**src/rtl/ram9_port_arbiter.sv**
```systemverilog
// rtl/ram9_port_arbiter.sv - two-requester arbiter for a shared 16 x 9-bit RAM with independent read/write ports.
// Optional write-first bypass for same-address read+write: define RAM9_ARB_WRITE_BYPASS_EN.
module ram9_port_arbiter #(
    parameter int PRIORITY_MODE = 0,
    parameter int STARVE_LIMIT  = 4
) (
    input  logic       CLK,
    input  logic       RST,
    input  logic       A_VALID,
    input  logic       A_WE,
    input  logic [3:0] A_ADDR,
    input  logic [8:0] A_WDATA,
    output logic       A_READY,
    output logic       A_RVALID,
    output logic [8:0] A_RDATA,
    input  logic       B_VALID,
    input  logic       B_WE,
    input  logic [3:0] B_ADDR,
    input  logic [8:0] B_WDATA,
    output logic       B_READY,
    output logic       B_RVALID,
    output logic [8:0] B_RDATA,
    output logic [6:0] MEM_R_ADDR,
    input  logic [8:0] MEM_R_RD_DATA,
    output logic       MEM_W_WR_EN,
    output logic [6:0] MEM_W_ADDR,
    output logic [8:0] MEM_W_WR_DATA
);

    logic       rd_req_a, rd_req_b, wr_req_a, wr_req_b;
    logic       rd_gnt_a, rd_gnt_b, wr_gnt_a, wr_gnt_b;
    logic       rd_gnt, wr_gnt;
    logic       rd_last_b, wr_last_b;
    logic [3:0] rd_starve, wr_starve;
    logic [3:0] rd_addr_sel, wr_addr_sel, rd_addr_q;
    logic       pend, owner_b;
    logic [8:0] hold_a, hold_b, rd_data;

    // Returns {grant_b, grant_a}; only a contended cycle consults the policy.
    function automatic logic [1:0] arbitrate(input logic req_a, input logic req_b,
                                             input logic last_b, input logic [3:0] starve);
        logic b_wins;
        b_wins = req_b;
        if (req_a && req_b) begin
            if (PRIORITY_MODE == 1)
                b_wins = (starve == STARVE_LIMIT[3:0]);
            else
                b_wins = !last_b;
        end
        return {b_wins, req_a && !b_wins};
    endfunction

    assign rd_req_a = A_VALID && !A_WE && !RST;
    assign rd_req_b = B_VALID && !B_WE && !RST;
    assign wr_req_a = A_VALID &&  A_WE && !RST;
    assign wr_req_b = B_VALID &&  B_WE && !RST;

    assign {rd_gnt_b, rd_gnt_a} = arbitrate(rd_req_a, rd_req_b, rd_last_b, rd_starve);
    assign {wr_gnt_b, wr_gnt_a} = arbitrate(wr_req_a, wr_req_b, wr_last_b, wr_starve);
    assign rd_gnt = rd_gnt_a || rd_gnt_b;
    assign wr_gnt = wr_gnt_a || wr_gnt_b;

    assign A_READY = A_WE ? wr_gnt_a : rd_gnt_a;
    assign B_READY = B_WE ? wr_gnt_b : rd_gnt_b;

    assign rd_addr_sel   = rd_gnt_b ? B_ADDR : A_ADDR;
    assign wr_addr_sel   = wr_gnt_b ? B_ADDR : A_ADDR;
    assign MEM_R_ADDR    = {(rd_gnt ? rd_addr_sel : rd_addr_q), 3'b000};
    assign MEM_W_WR_EN   = wr_gnt;
    assign MEM_W_ADDR    = wr_gnt ? {wr_addr_sel, 3'b000} : 7'd0;
    assign MEM_W_WR_DATA = wr_gnt ? (wr_gnt_b ? B_WDATA : A_WDATA) : 9'd0;

`ifdef RAM9_ARB_WRITE_BYPASS_EN
    logic       byp_hit;
    logic [8:0] byp_data;

    // RAM is read-before-write, so a same-address collision is patched on the return path.
    always_ff @(posedge CLK) begin
        if (RST) begin
            byp_hit  <= 1'b0;
            byp_data <= 9'd0;
        end else begin
            byp_hit  <= rd_gnt && wr_gnt && (rd_addr_sel == wr_addr_sel);
            byp_data <= MEM_W_WR_DATA;
        end
    end

    assign rd_data = byp_hit ? byp_data : MEM_R_RD_DATA;
`else
    assign rd_data = MEM_R_RD_DATA;
`endif

    // Gating with RST drops a response that was pending when reset arrived.
    assign A_RVALID = pend && !owner_b && !RST;
    assign B_RVALID = pend &&  owner_b && !RST;
    assign A_RDATA  = A_RVALID ? rd_data : hold_a;
    assign B_RDATA  = B_RVALID ? rd_data : hold_b;

    always_ff @(posedge CLK) begin
        if (RST) begin
            rd_last_b <= 1'b1;
            wr_last_b <= 1'b1;
            rd_starve <= 4'd0;
            wr_starve <= 4'd0;
            rd_addr_q <= 4'd0;
            pend      <= 1'b0;
            owner_b   <= 1'b0;
            hold_a    <= 9'd0;
            hold_b    <= 9'd0;
        end else begin
            if (rd_req_a && rd_req_b) rd_last_b <= rd_gnt_b;
            if (wr_req_a && wr_req_b) wr_last_b <= wr_gnt_b;

            if (rd_gnt_b)
                rd_starve <= 4'd0;
            else if (rd_req_a && rd_req_b)
                rd_starve <= rd_starve + 4'd1;

            if (wr_gnt_b)
                wr_starve <= 4'd0;
            else if (wr_req_a && wr_req_b)
                wr_starve <= wr_starve + 4'd1;

            if (rd_gnt) rd_addr_q <= rd_addr_sel;
            pend    <= rd_gnt;
            owner_b <= rd_gnt_b;

            if (A_RVALID) hold_a <= rd_data;
            if (B_RVALID) hold_b <= rd_data;
        end
    end

endmodule

```
**config.mk**
```make
export PLATFORM = sky130hd
export DESIGN_NAME = ram9_port_arbiter
export DESIGN_NICKNAME = d
export VERILOG_FILES = /design/src/rtl/ram9_port_arbiter.sv
export SDC_FILE = /design/constraint.sdc
export NUM_CORES = 1
export LEC_CHECK = 0
export ABC_AREA = 1
export BUFFER_PORTS_ARGS = -buffer_cell sky130_fd_sc_hd__buf_2
export CORE_MARGIN = 2
export CORE_UTILIZATION = 41
export CTS_CLUSTER_SIZE = 16
export DETAILED_ROUTE_END_ITERATION = 6
export PLACE_DENSITY = 0.82
export SLEW_MARGIN = 20
export SYNTH_ARGS = -nofsm -noshare
export SYNTH_HDL_FRONTEND = slang
export SYNTH_SLANG_ARGS = --single-unit
export TNS_END_PERCENT = 5
```
**constraint.sdc**
```tcl
create_clock -name CLK -period 1 [get_ports CLK]
set_input_delay 0.15 -clock CLK [delete_from_list [all_inputs] [get_ports CLK]]
set_output_delay 0.15 -clock CLK [all_outputs]
set_load 0.02 [all_outputs]
```
Yosys cells after proc, flatten, opt, wreduce, memory -nomap -nowiden
Cells that the tools add are included.
W data, S select, Z words.

storage, ports and cells
  register bits after elaboration = 26
  word-level logic and storage cells = 45

operators by class
  mux-type cells = 12
  reduce and logical (&&, ||, !) cells = 26

operators by type and width
  operator             count
  $mux W9              4
  $logic_and A1 B1 Y1  16
  $mux W4              3
  $logic_not A1 Y1     8
  $mux W7              1
  $mux W1              4
  $logic_or A1 B1 Y1   2

Depth between registers and ports, before layout
Gate-level depths: netlist of run 1.

  depth after elaboration = 9
  gate-level depth with buffers = 9
  depth with buffers taken out = 7

Least setup slack after synthesis of run 1
Ideal clock, no wire load.

  path kind = register -> output
  start point = reg owner_b
  end point = out A_RDATA[0]
  arrival time = 1.100 ns
  data required time = 0.850 ns
  setup slack = -0.250 ns
  stages on the path, launching flop included = 6
  buffers on the path = 1
  cell sequence = dfxtp_1 > inv_2 > nand2_4 > inv_6 > buf_6 > a21oi_2

between the ends
  longest elaborated chain between the ends = 4

ends and longest elaborated chain
  element                           RTL line  source
  start: declaration                36        logic pend, owner_b;
  start signal: assignment          126       owner_b <= rd_gnt_b;
  $logic_not A1 Y1                  94        assign A_RVALID = pend && !owner_b && !RST;
  $logic_and A1 B1 Y1 (2 in a row)  94
  named net A_RVALID                14        output logic A_RVALID,
  $mux W9                           -
  end: declaration                  15        output logic [8:0] A_RDATA,

The timed path passes the listed nets, and every way through them passes these cells.

Worst setup path in the final report of run 1
  start point = reg rd_last_b
  end point = out MEM_R_ADDR[3]

between the ends
  longest elaborated chain between the ends = 6

ends and longest elaborated chain
  element                   RTL line  source
  start: declaration        33        logic rd_last_b, wr_last_b;
  start signal: assignment  111       if (rd_req_a && rd_req_b) rd_last_b <= rd_gnt_b;
  $logic_not A1 Y1 (*)      48        b_wins = !last_b;
  $mux W1 (*)               44        if (req_a && req_b) begin
  $logic_not A1 Y1          50        return {b_wins, req_a && !b_wins};
  $logic_and A1 B1 Y1       50
  $logic_or A1 B1 Y1        60        assign rd_gnt = rd_gnt_a || rd_gnt_b;
  $mux W4 (*)               -
  end: declaration          23        output logic [6:0] MEM_R_ADDR,

Every way passes the cells marked *; elsewhere a longest branch is shown, timed or not.

==> results.md, run 1 <==
- The run finished, with violations left.
- The checks that failed: setup timing.
- Setup slack on the critical path of the routed design comes to -563 ps.
- The detailed router finished its first iteration with 65 violations.
- STA classifies the critical path startpoint as a flip-flop.
- After synthesis, the share of flip-flops with an asynchronous set or reset is 0.
- The required arrival time at the worst endpoint is 850 ps.
- Of the available clock period, the critical path in the final layout requires 1.56.
- The final-stage net count is 394.
- Of the cells placed in the final design, the portion with a size suffix greater than 1 is 0.638.
- The sink of the worst hold path is hold_b[4].
- The deepest level of the CTS H-tree is 1.
- Across the VDD grid, the largest voltage drop is 794 µV.
- The analysis attributes to cell leakage a power of 1.53 nW.
- Along the worst path, the maximum fanout reaches 5.
- The routed design has 5020 µm of wire.
- Clock latency on the worst-skew pair, taken at its later pin, is 270 ps.
- The count of final hold-check violations is 0.
- The worst setup skew after layout is 3.55 ps.
- After legalization and detailed placement, the total HPWL measured 3630 µm.
- The first global-routing pass estimated 8050 µm of wire.
- In the final layout, flip-flops and latches occupy 526 µm².
- For this run, the register share of the synthesized area comes to 0.296.
- Port buffering added 80 buffers.
- The die outline width is 69.5 µm.
- The die covers 0.00482 mm².
- STA puts the critical path data arrival time at 1410 ps.
- The tightest min-delay check is of the input port to flip-flop type.
- The internal power component is 1.77 mW.
- In this run, placement finished with an instance count of 395.
- The clock period minus final worst setup slack is 1560 ps.
- The global routing stage identified its most utilized layer as met2.
- For this run, the total global-route usage over all layers was measured as 0.202.
- The number of clock sinks is 26.
- In the global route stage, met2 resource usage came out at 0.368.
- For this run, design rule violations remaining after detail routing come to 0.
- Summing every instance area after synthesis gives 0.00176 mm².
- In the final layout, the multi-input gates occupy 0.00111 mm².
- The slowest stage of the critical path belongs to the cell dfxtp_2.
- The number of global-route vias before repair is 1,833.
- The overflow left after global routing is 0.
- The number of antenna diodes in the final layout is 0.
- The floorplan has 23 rows.
- The maximum buffer depth of the clock tree is 2.
- The hold buffer count at CTS is 0.
- Among cell families on the critical path, the largest total delay comes from simple AND/OR/NAND/NOR gates.
- The leading cell type in the layout, fill and taps excluded is buf_2.
- The depth of the worst register-to-register path is 7.
- On the final layout, the worst hold slack is 175 ps.
- The via density per instance is 4.64.
- For this block, the via count after detailed routing is 1,861.
- The worst register-to-register path ends at rd_addr_q[0].
- The max-slew violation count was 0.
- Of the total power, combinational logic draws 0.370.
- Dividing the synthesized area by the synthesized cell count gives 7.54 µm².
- The core occupancy in the finished layout is 0.705.
- TritonCTS created 3 clock buffers.
- The tree is rooted in a clkbuf_8.
- For met1 alone, demand over resource in global routing was 0.231.
- The number of library cell types mapped by synthesis is 30.
- The number of antenna violations at the first check in global routing was 0.
- The warning count from the yosys run is 0.
- Entering global routing, the biggest net connects 24 pins.
- The sequential share of power is 0.412.
- Of the total power, the share spent switching nets is 0.333.
- The share of total power dissipated in the clock network is 0.218.
- For this run, the detailed router's first-pass iteration total came to 6.
- The worst register-to-register path has a setup slack of -290 ps.
- Yosys mapped a number of flops with a built-in enable equal to 0.
- Routability-driven placement finished with a final weighted congestion of 0.928.
- The initial cell density of the core is 0.433.
- Setup repair after global routing could not meet its margin everywhere.
- The height of the die is 69.5 µm.
- The number of violations of the max-capacitance limit is 0.
- The count of cells in the finished layout, fillers not included, comes to 401.
- TritonCTS built the clock tree.
- The startpoint identified for the worst hold timing path is MEM_R_RD_DATA[4].
- The boundary pin count is 87.
- The average wire per standard cell is 12.5 µm.
- The layout-stage area growth over the synthesis result is 62.7%.
- The highest cell delay on the worst timing path is 360 ps.
- The final total negative setup slack is -19,720 ps.
- Dividing total power by cell area gives a power density of 926 mW/mm².
- Among all flip-flop cells after synthesis, the most frequent one is dfxtp_1.
- Walking the worst path, the cells encountered are nand4_1 -> nand3_1 -> nand2_1 -> nor2_2 -> inv_1 -> buf_6.
- The region available for standard cell placement spans 0.00406 mm².
- The setup violation total in the final timing report is 62.
- The count of buffer and inverter cells on the critical path is 2.
- The clock transition time at the flip-flop clock pins of the worst setup and hold paths is 90 ps.
- The met3 track demand over resource is 0.0320.
- The number of standard cells after synthesis is 233.
- For this design the total switching power over the nets is 0.881 mW.
- Static timing analysis puts the maximum clock frequency at 640 MHz.
- The total chip power is 2.65 mW.
- Along the worst hold path, the cell count comes to 3.
- The flip-flop and latch count after synthesis is 26.
- The worst setup path is captured at a primary output.
- The count of nets left with antenna violations once routing finished came out at 0.
- The class of the most critical setup path is flip-flop to primary output.
- In this run the critical register-to-register path is launched from rd_last_b.
- In the layout the commonest cells are buf_2, buf_4, inv_1.
- The filler cells instantiated in the layout total 310.
-- power by group through the flow --
stage	Sequential, mW	Clock, mW	Combinational, mW
2_1_floorplan	1.11	0	0.561
3_3_place_gp	1.11	0	0.857
3_5_place_dp	1.11	0	0.877
4_1_cts	1.09	0.593	0.935
5_1_grt	1.09	0.646	1.05
6_report	1.09	0.577	0.980
-- metal layers --
layer  up-vias  wire, µm
met5         -         0
met4         0        95
met3         8       172
met2        47      2750
met1       856      2000
li1        950         -
-- cell type report --
cell class                 count  share of cell area
multi-input combinational    143               0.387
inverter                      55              0.0792
tap                           50              0.0219
clock buffer                   3              0.0144
timing repair buffer         124               0.314
sequential                    26               0.184
-- synthesized netlist by cell type (2+ instances only) --
master | number | area share
inv_1 | 29 | 0.062
nand2_1 | 29 | 0.062
dfxtp_1 | 26 | 0.30
inv_2 | 23 | 0.049
nand3_1 | 22 | 0.063
nor2_1 | 22 | 0.047
o21ai_2 | 10 | 0.050
a211oi_2 | 9 | 0.064
a21oi_2 | 9 | 0.045
nand3_2 | 9 | 0.051
or2_1 | 9 | 0.032
buf_4 | 7 | 0.030
o21ai_1 | 5 | 0.014
buf_6 | 3 | 0.019
nand2_4 | 3 | 0.019
a21oi_1 | 2 | 0.0057
inv_6 | 2 | 0.010
nand3_4 | 2 | 0.020
-- worst min-delay path, cell delays in order --
cell and delay (ps):
buf_2 100, o21ai_2 70, nor2_1 80
-- through the flow --
step	instance area, µm²	setup WS (ps)
3_5_place_dp	2620	-326
2_1_floorplan	1930	-122
5_1_grt	2860	-633
6_report	2860	-563
3_3_place_gp	2620	-290
4_1_cts	2790	-514
-- logic make-up (layout without fill, tap and decap cells) --
group,after synthesis,in the layout,share of synthesized area
DFF,26,26,0.296
AOI/OAI and AO/OA,35,35,0.179
buffers and inverters,69,182,0.189
and+or+nand+nor,102,102,0.333
other,1,6,0.00213
-- worst max-delay path by stage --
stage / from / slack, ps / to / depth (start not counted)
detailed placement: RST / -330 / MEM_R_ADDR[6] / 9
global route: rd_last_b / -630 / MEM_R_ADDR[3] / 6
floorplan: RST / -120 / MEM_W_ADDR[3] / 7
CTS: pend / -510 / B_RDATA[7] / 8
global placement: RST / -290 / MEM_R_ADDR[6] / 9
finish: rd_last_b / -560 / MEM_R_ADDR[3] / 6
-- timing repair --
item,in CTS,in global routing
resized for setup,40,14
pin swaps,9,8
setup buffers,0,3
setup endpoints to repair,62,62
-- flip-flops by register name (all words and copies together) (netlist names) --
register / count
hold_a: 9
wr_last_b: 1
hold_b: 9
owner_b: 1
rd_addr_q: 4
rd_last_b: 1
pend: 1
(Power assumes the default switching activity.)
==> run 2, diff against run 1 <==
- ABC_AREA: 1 -> default
- CORE_UTILIZATION: 41 -> 37
- PLACE_DENSITY: 0.82 -> 0.81
==> run 2 against run 1 <==
  * The flow still finishes with violations (setup timing)
  * First-iteration DRC count shrank 12%
  * Via count decreased by 27%
  * Final area down 24%
  * Fmax decreased by 14%
  * Sequential power is essentially flat
  * Hold slack worse by 83 ps
  * Power is 15% lower
  * Wire length decreased by 24%
  * Clock skew rose by 2.7 ps
  * Critical path type unchanged
  * Critical endpoint unchanged
  * Largest power group unchanged
==> results.md, run 2 <==
- CTS built an H-tree with a depth of 1.
- Internal power comes to 1.61 mW.
- After detailed routing, the number of vias per cell comes to 5.02.
- The flip-flop and latch count after synthesis is 26.
- The net count of the finished layout is 266.
- The pin count of the biggest net entering global routing is 20.
- The multi-input combinational cell area is 830 µm².
- A synthesized cell averages 10.5 µm².
- The compound-gate portion of the synthesized area is 0.213.
- The floorplan row count is 21.
- Power spread over the standard cell area amounts to 1030 mW/mm².
- Measured on the finished design, the core utilization comes to 0.645.
- Data on the critical path is required at its endpoint by 850 ps.
- In this run the remaining antenna-violating nets after routing total 0.
- The run finished, with violations left.
- In the layout the commonest cells are buf_2, buf_6, dfxtp_1.
- The simple-gate share of the synthesized area is 0.167.
- For this configuration, the core starts out at a cell density of 0.389.
- The final reports fail on setup timing.
- In this run the worst path has a maximum fanout of 5.
- Of the total power, the share spent switching nets is 0.280.
- After detailed routing, the number of remaining DRC violations is 0.
- Of the post-synthesis cell area, the dominant cell type holds 0.394.
- Measured along the y axis, the die boundary spans 63.7 µm.
- The master of the slowest instance on the critical path is or3b_4.
- The number of buffers and inverters on the critical path is 1.
- The max-slew violation count is 0.
- The worst supply voltage drop on vdd is 511 µV.
- The largest family of logic cells by synthesized area is compound AO/OA/AOI/OAI gates.
- Signal routing reaches up to met4.
- The number of clock buffers inserted by TritonCTS is 3.
- The layout-stage area growth over the synthesis result is 65.6%.
- In this run the horizontal extent of the chip is 63.7 µm.
- The most used standard cell by instance count after synthesis is dfxtp_1.
- The total global routing track utilization is 0.190.
- Of the total synthesized cell area, the portion taken by full adders, half adders and majority gates is 0.
- The number of global-route vias before repair was 1,379.
- After floorplanning, the core was sized to cover 0.00339 mm².
- Counting I/O delays and the setup requirement, the final critical path takes 1820 ps.
- The clock transition time at the flip-flop clock pins of the worst setup and hold paths is 140 ps.
- CTS saw 26 sinks.
- The path category of the worst min-delay check is input port to flip-flop.
- The worst endpoint data arrival time is 1670 ps.
- By count the netlist is led by dfxtp_1, and2_1, mux2_2.
- Of the total power, the clock network draws 0.232.
- The routability congestion estimate is 0.789.
- The met1 wire length is 1430 µm.
- The leakage power figure is 1.13 nW.
- The sequential cell area is 528 µm².
- The global-route wire length before repair is 6190 µm.
- The portion of synthesized area spent on multiplexers is 0.154.
- Of the total power, combinational logic draws 0.285.
- The TritonCTS clock tree is yes.
- The warning count from the yosys run is 0.
- The later-pin clock latency in the skew report is 310 ps.
- The average wire per standard cell is 14.1 µm.
- The area of the die is 0.00406 mm².
- The number of antenna diodes in the final layout is 0.
- The setup violation total in the final timing report is 62.
- The ratio of cells with drive above 1 in the final layout is 0.656.
- Traced cell by cell, the critical path runs through or3b_4 -> and4_1 -> a221o_1 -> buf_6.
- The first detailed-routing pass took 4 iterations.
- The critical path is of the flip-flop to primary output type.
- Across all setup checks in the final design, the least slack found is -821 ps.
- The peak clock frequency supported by timing is 549 MHz.
- The worst setup skew after layout is 6.23 ps.
- The share of the Yosys chip area taken by registers is 0.394.
- In the synthesized netlist, the number of instances is 126.
- Counting along the longest clock path gives a buffer depth of 2.
- The placed instance count is 262.
- On the critical path the largest part of the delay comes from simple AND/OR/NAND/NOR gates.
- The count of final hold-check violations is 0.
- Summed over all nets, the half-perimeter wirelength after detailed placement is 2790 µm.
- In the synthesized netlist the dominant register cell turns out to be dfxtp_1.
- The type of element capturing the critical path is a primary output.
- The number of antenna violations at the first check in global routing came to 0.
- The share of total power dissipated in sequential elements is 0.483.
- Yosys mapped the design onto 27 distinct sky130hd cell types.
- The filler-free cell count of the finished design is 270.
- Counting the fill cells in the layout gives 290.
- dfxtp_1 takes more of the synthesized area than any other cell.
- The number of violations of the max-capacitance limit is 0.
- Setup repair after global routing could not meet its margin everywhere.
- Of the total synthesized cell area, the portion taken by XOR and XNOR cells is 0.
- The met3 routed wirelength is 273 µm.
- For this block, the via count after detailed routing is 1,356.
- The cell area after technology mapping is 0.00132 mm².
- The post-route clock period utilization is 1.82.
- For this run the aggregate overflow at the end of global routing stands at 0.
- The number of flops mapped to enable cells by yosys is 0.
- The total routed wirelength is 3810 µm.
- The number of input and output port buffers inserted is 80.
- The detailed router finished its first iteration with 57 violations.
- After synthesis, the cell types taking the most area are dfxtp_1, mux2_2, a22o_1.
- The leading cell type in the layout, fill and taps excluded is buf_2.
- In this run the power spent charging and discharging nets is 0.628 mW.
- The worst setup path is launched from a flip-flop.
- The boundary pin count is 87.
- The highest cell delay on the worst timing path is 390 ps.
- The buffer cell driving the clock tree root is clkbuf_4.
- The met2 wire length is 2070 µm.
- The hold buffer count at CTS is 0.
- The async set-reset flop share out of synthesis is 0.
- The largest registers in the layout are hold_a: 9 flops, hold_b: 9 flops, rd_addr_q: 4 flops.
[run 2: cell families (layout without fill, tap and decap cells)]
logic type / Yosys count / after routing
AND/OR/NAND/NOR: 34 / 34
AO/OA/AOI/OAI: 30 / 30
buffers and inverters: 17 / 110
other: 1 / 6
multiplexers: 18 / 18
flip-flops: 26 / 26
[run 2: area by class of cell]
type	instances	share of cell area
inverter	4	0.00687
clock buffer	4	0.0166
multi-input combinational	88	0.380
tap	46	0.0263
sequential	26	0.242
timing repair buffer	102	0.329
[run 2: timing repair]
action                     4_1_cts  5_1_grt
buffers inserted                 2        2
resized for setup               60       20
cloned                           0        0
setup endpoints to repair       62       63
pin swaps                       14       11
[run 2: power groups by stage]
stage	combinational, mW	sequential [mW]	clock (mW)
floorplan	0.306	1.10	0
global placement	0.528	1.11	0
detailed placement	0.535	1.11	0
CTS	0.613	1.08	0.542
global route	0.684	1.09	0.575
finish	0.638	1.08	0.520
[run 2: final timing paths]
path / start / slack (ps) / end / depth (start not counted)
setup / recovery: rd_last_b / -820 / MEM_R_ADDR[3] / 4
setup reg to reg: rd_last_b / -510 / rd_addr_q[1] / 5
hold / removal: B_ADDR[0] / 90 / rd_addr_q[0] / 2
hold reg to reg: rd_addr_q[1] / 510 / rd_addr_q[1] / 1
[run 2: routing by layer]
metal  vias to the layer above  track usage
met5                         -            0
met4                         0       0.0489
met3                         3       0.0229
met2                        71        0.384
met1                       628        0.204
li1                        654            -
[run 2: worst register-to-register path: cells and delay by family (launching register included)]
kind,cells,cell delay (ps)
simple gates,2,570
compound gates,1,240
flops,1,370
buf+inv,2,230
[run 2: metrics by stage]
step	setup TNS (ps)	total power, mW	instance area (µm²)	setup WS [ps]	hold WS [ps]
3_3_place_gp	-20280	1.63	1870	-502	406
3_5_place_dp	-20530	1.64	1870	-499	422
6_report	-28840	2.24	2190	-821	91.3
2_1_floorplan	-15160	1.41	1350	-381	242
5_1_grt	-33010	2.35	2190	-897	74.6
4_1_cts	-29680	2.24	2100	-838	72.7
==> run 3, diff against run 2 <==
- CORE_MARGIN: 2 -> 4
- HOLD_SLACK_MARGIN: default -> 0.06
- SETUP_SLACK_MARGIN: default -> 0.02
==> run 3 against run 2 <==
  * The flow still finishes with violations (setup timing)
  * Via count fell by 0.81%
  * Power rose by 6.7%
  * Cell count rose by 0.37%
  * Combinational power fell by 5.8%
  * Fmax fell by 0.89%
  * Worst setup slack got worse by 16 ps
  * Non-clock buffer count rose by 1
  * Critical path type unchanged
  * Largest cell class unchanged
  * Highest routed layer is now met3
==> results.md, run 3 (synthesized netlist as in run 2, its figures left out) <==
- The final total negative setup slack is -29,580 ps.
- The number of antenna violations at the first check in global routing came to 0.
- The number of global-route vias before repair is 1,366.
- The floorplan has 21 rows.
- The worst endpoint data arrival time is 1690 ps.
- TritonCTS built the clock tree.
- The die outline width is 67.7 µm.
- The worst setup path is launched from a flip-flop.
- The smallest hold slack is 93.5 ps.
- Among all stages on the critical path, the largest delay is contributed by or3b_4.
- The biggest fanout along the worst timing path is 5.
- Summed over all cells, the static leakage comes to 1.09 nW.
- The height of the die is 67.7 µm.
- The count of final hold-check violations is 0.
- The final reports fail on setup timing.
- The ratio of cells with drive above 1 in the final layout is 0.622.
- In the final routed layout, each cell accounts on average for 14.1 µm.
- The library cells used most frequently in the layout, excluding fill and tap cells, are buf_2, dfxtp_1, and2_1, buf_4, mux2_2.
- The run finished, with violations left.
- Fill cells in the final layout number 302.
- The cell type group with the largest total delay on the critical path is simple AND/OR/NAND/NOR gates.
- For this run, design rule violations remaining after detail routing come to 0.
- Setup repair after global routing could not meet its margin everywhere.
- The post-route clock period utilization is 1.84.
- The highest cell delay on the worst timing path is 400 ps.
- In this run the critical register-to-register path is launched from rd_last_b.
- Buffers placed on the I/O ports in this run total 80.
- The post-placement setup slack is -529 ps.
- In the final layout, the multi-input gates occupy 764 µm².
- Detailed placement ended at an HPWL of 3130 µm.
- The layout-stage area growth over the synthesis result is 57.8%.
- The first detailed-routing pass took 4 iterations.
- The remaining antenna violation count after routing is 0.
- CTS built an H-tree with a depth of 1.
- The clock transition time at the flip-flop clock pins of the worst setup and hold paths is 140 ps.
- Entering global routing, the biggest net connects 16 pins.
- Using the TritonRoute via totals, the vias-per-cell ratio works out to 4.96.
- The root buffer cell chosen for the clock tree is clkbuf_4.
- The analysis attributes to net switching a power of 0.626 mW.
- In the final layout, the registers with the most flip-flops are hold_a: 9 flops, hold_b: 9 flops, rd_addr_q: 4 flops.
- Timing would allow up to 544 MHz.
- For this configuration, the core starts out at a cell density of 0.389.
- VDD sags by at most 498 µV.
- The standard cell area after detailed placement is 0.00189 mm².
- The overflow left after global routing is 0.
- Of the total power, combinational logic draws 0.251.
- Across the whole layout, storage elements account for 528 µm².
- The share of total power dissipated in the clock network is 0.296.
- Routability-driven placement finished with a final weighted congestion of 0.828.
- Setup slack on the critical path of the routed design comes to -838 ps.
- The setup violation total in the final timing report is 62.
- The class of the most critical setup path is flip-flop to primary output.
- The max-slew violation count is 0.
- The number of clock buffers inserted by TritonCTS is 3.
- Once layout is done, the placed cells without fillers occupy 0.00208 mm².
- The worst hold path belongs to the class input port to flip-flop.
- Counting both buffers and inverters, the worst setup path holds a total of 1.
- The via count of the routed design is 1,345.
- The area of the die is 0.00459 mm².
- Counting I/O delays and the setup requirement, the final critical path takes 1840 ps.
- At the end of the flow, the number of nets in the layout was 267.
- The internal portion of the total power is 1.77 mW.
- The later-pin clock latency in the skew report is 310 ps.
- The first routing iteration left 47 violations.
- Data on the critical path is required at its endpoint by 850 ps.
- After detailed routing, the total wire length is 3810 µm.
- The repair_antennas step left the layout with diodes totalling 0.
- The type of element capturing the critical path is a primary output.
- 87 I/O pins were placed.
- The maximum buffer depth of the clock tree is 2.
- The library cell used most frequently in the layout, excluding fill and tap cells, is buf_2.
- Walking the worst path, the cells encountered are or3b_4 -> and4_4 -> a221o_1 -> buf_6.
- Of the total power, the share spent switching nets is 0.262.
- The worst setup skew after layout is 2.26 ps.
- The sequential share of power is 0.453.
- The total power per unit cell area is 1150 mW/mm².
- The global-route wire length before repair is 5680 µm.
- Across the run, the number of max-cap violations was 0.
- The total global routing track utilization is 0.160.
- Tracing the worst setup path back leads to its startpoint at rd_last_b.
- The startpoint of the lowest-slack hold path is B_ADDR[1].
- CTS saw 26 sinks.
- The region available for standard cell placement spans 0.00339 mm².
[run 3: cell count changes in the layout (fill, tap and decap cells not counted), sizes merged]
cell | before | now
bufinv | 0 | 1
clkbuf | 4 | 3
dlygate4sd3 | 0 | 1
[run 3: power by group through the flow]
stage / clock network, mW / registers (mW) / logic [mW]
3_3_place_gp: 0 / 1.11 / 0.534
6_report: 0.707 / 1.08 / 0.601
4_1_cts: 0.729 / 1.08 / 0.581
5_1_grt: 0.775 / 1.09 / 0.643
2_1_floorplan: 0 / 1.10 / 0.306
3_5_place_dp: 0 / 1.11 / 0.542
[run 3: layer usage]
layer / vias to the layer above / track usage / wire length [µm] / part of all wire
li1: 655 / - / - / -
met1: 616 / 0.175 / 1480 / 0.39
met2: 74 / 0.318 / 1940 / 0.51
met3: 0 / 0.0316 / 390 / 0.10
met4: 0 / 0.0228 / 0 / 0
met5: - / 0 / 0 / 0
[run 3: stage by stage]
stage	cells	power, mW	utilization
CTS	270	2.39	0.602
global route	271	2.50	0.615
detailed placement	263	1.65	0.558
finish	271	2.39	0.615
floorplan	131	1.41	-
global placement	263	1.64	0.558
[run 3: path summary, 6_finish.rpt]
| check | endpoint | slack, ps | depth (start not counted) |
|---|---|---|---|
| min | rd_addr_q[1] | 90 | 2 |
| min reg2reg | rd_addr_q[0] | 510 | 1 |
| max | MEM_R_ADDR[6] | -840 | 4 |
| max reg2reg | rd_addr_q[0] | -410 | 4 |
[run 3: layout make-up]
class / instances / share of cell area
inverter: 4 / 0.00721
tap: 46 / 0.0276
clock buffer: 3 / 0.0108
multi-input combinational: 88 / 0.367
clock inverter: 1 / 0.0144
sequential: 26 / 0.253
timing repair buffer: 103 / 0.320
[run 3: repair_timing]
action	4_1_cts	5_1_grt
pin swaps	5	1
buffers inserted	3	0
endpoints found under the hold margin	0	1
setup endpoints to repair	62	62
gates resized for setup	24	11
hold buffers	0	1
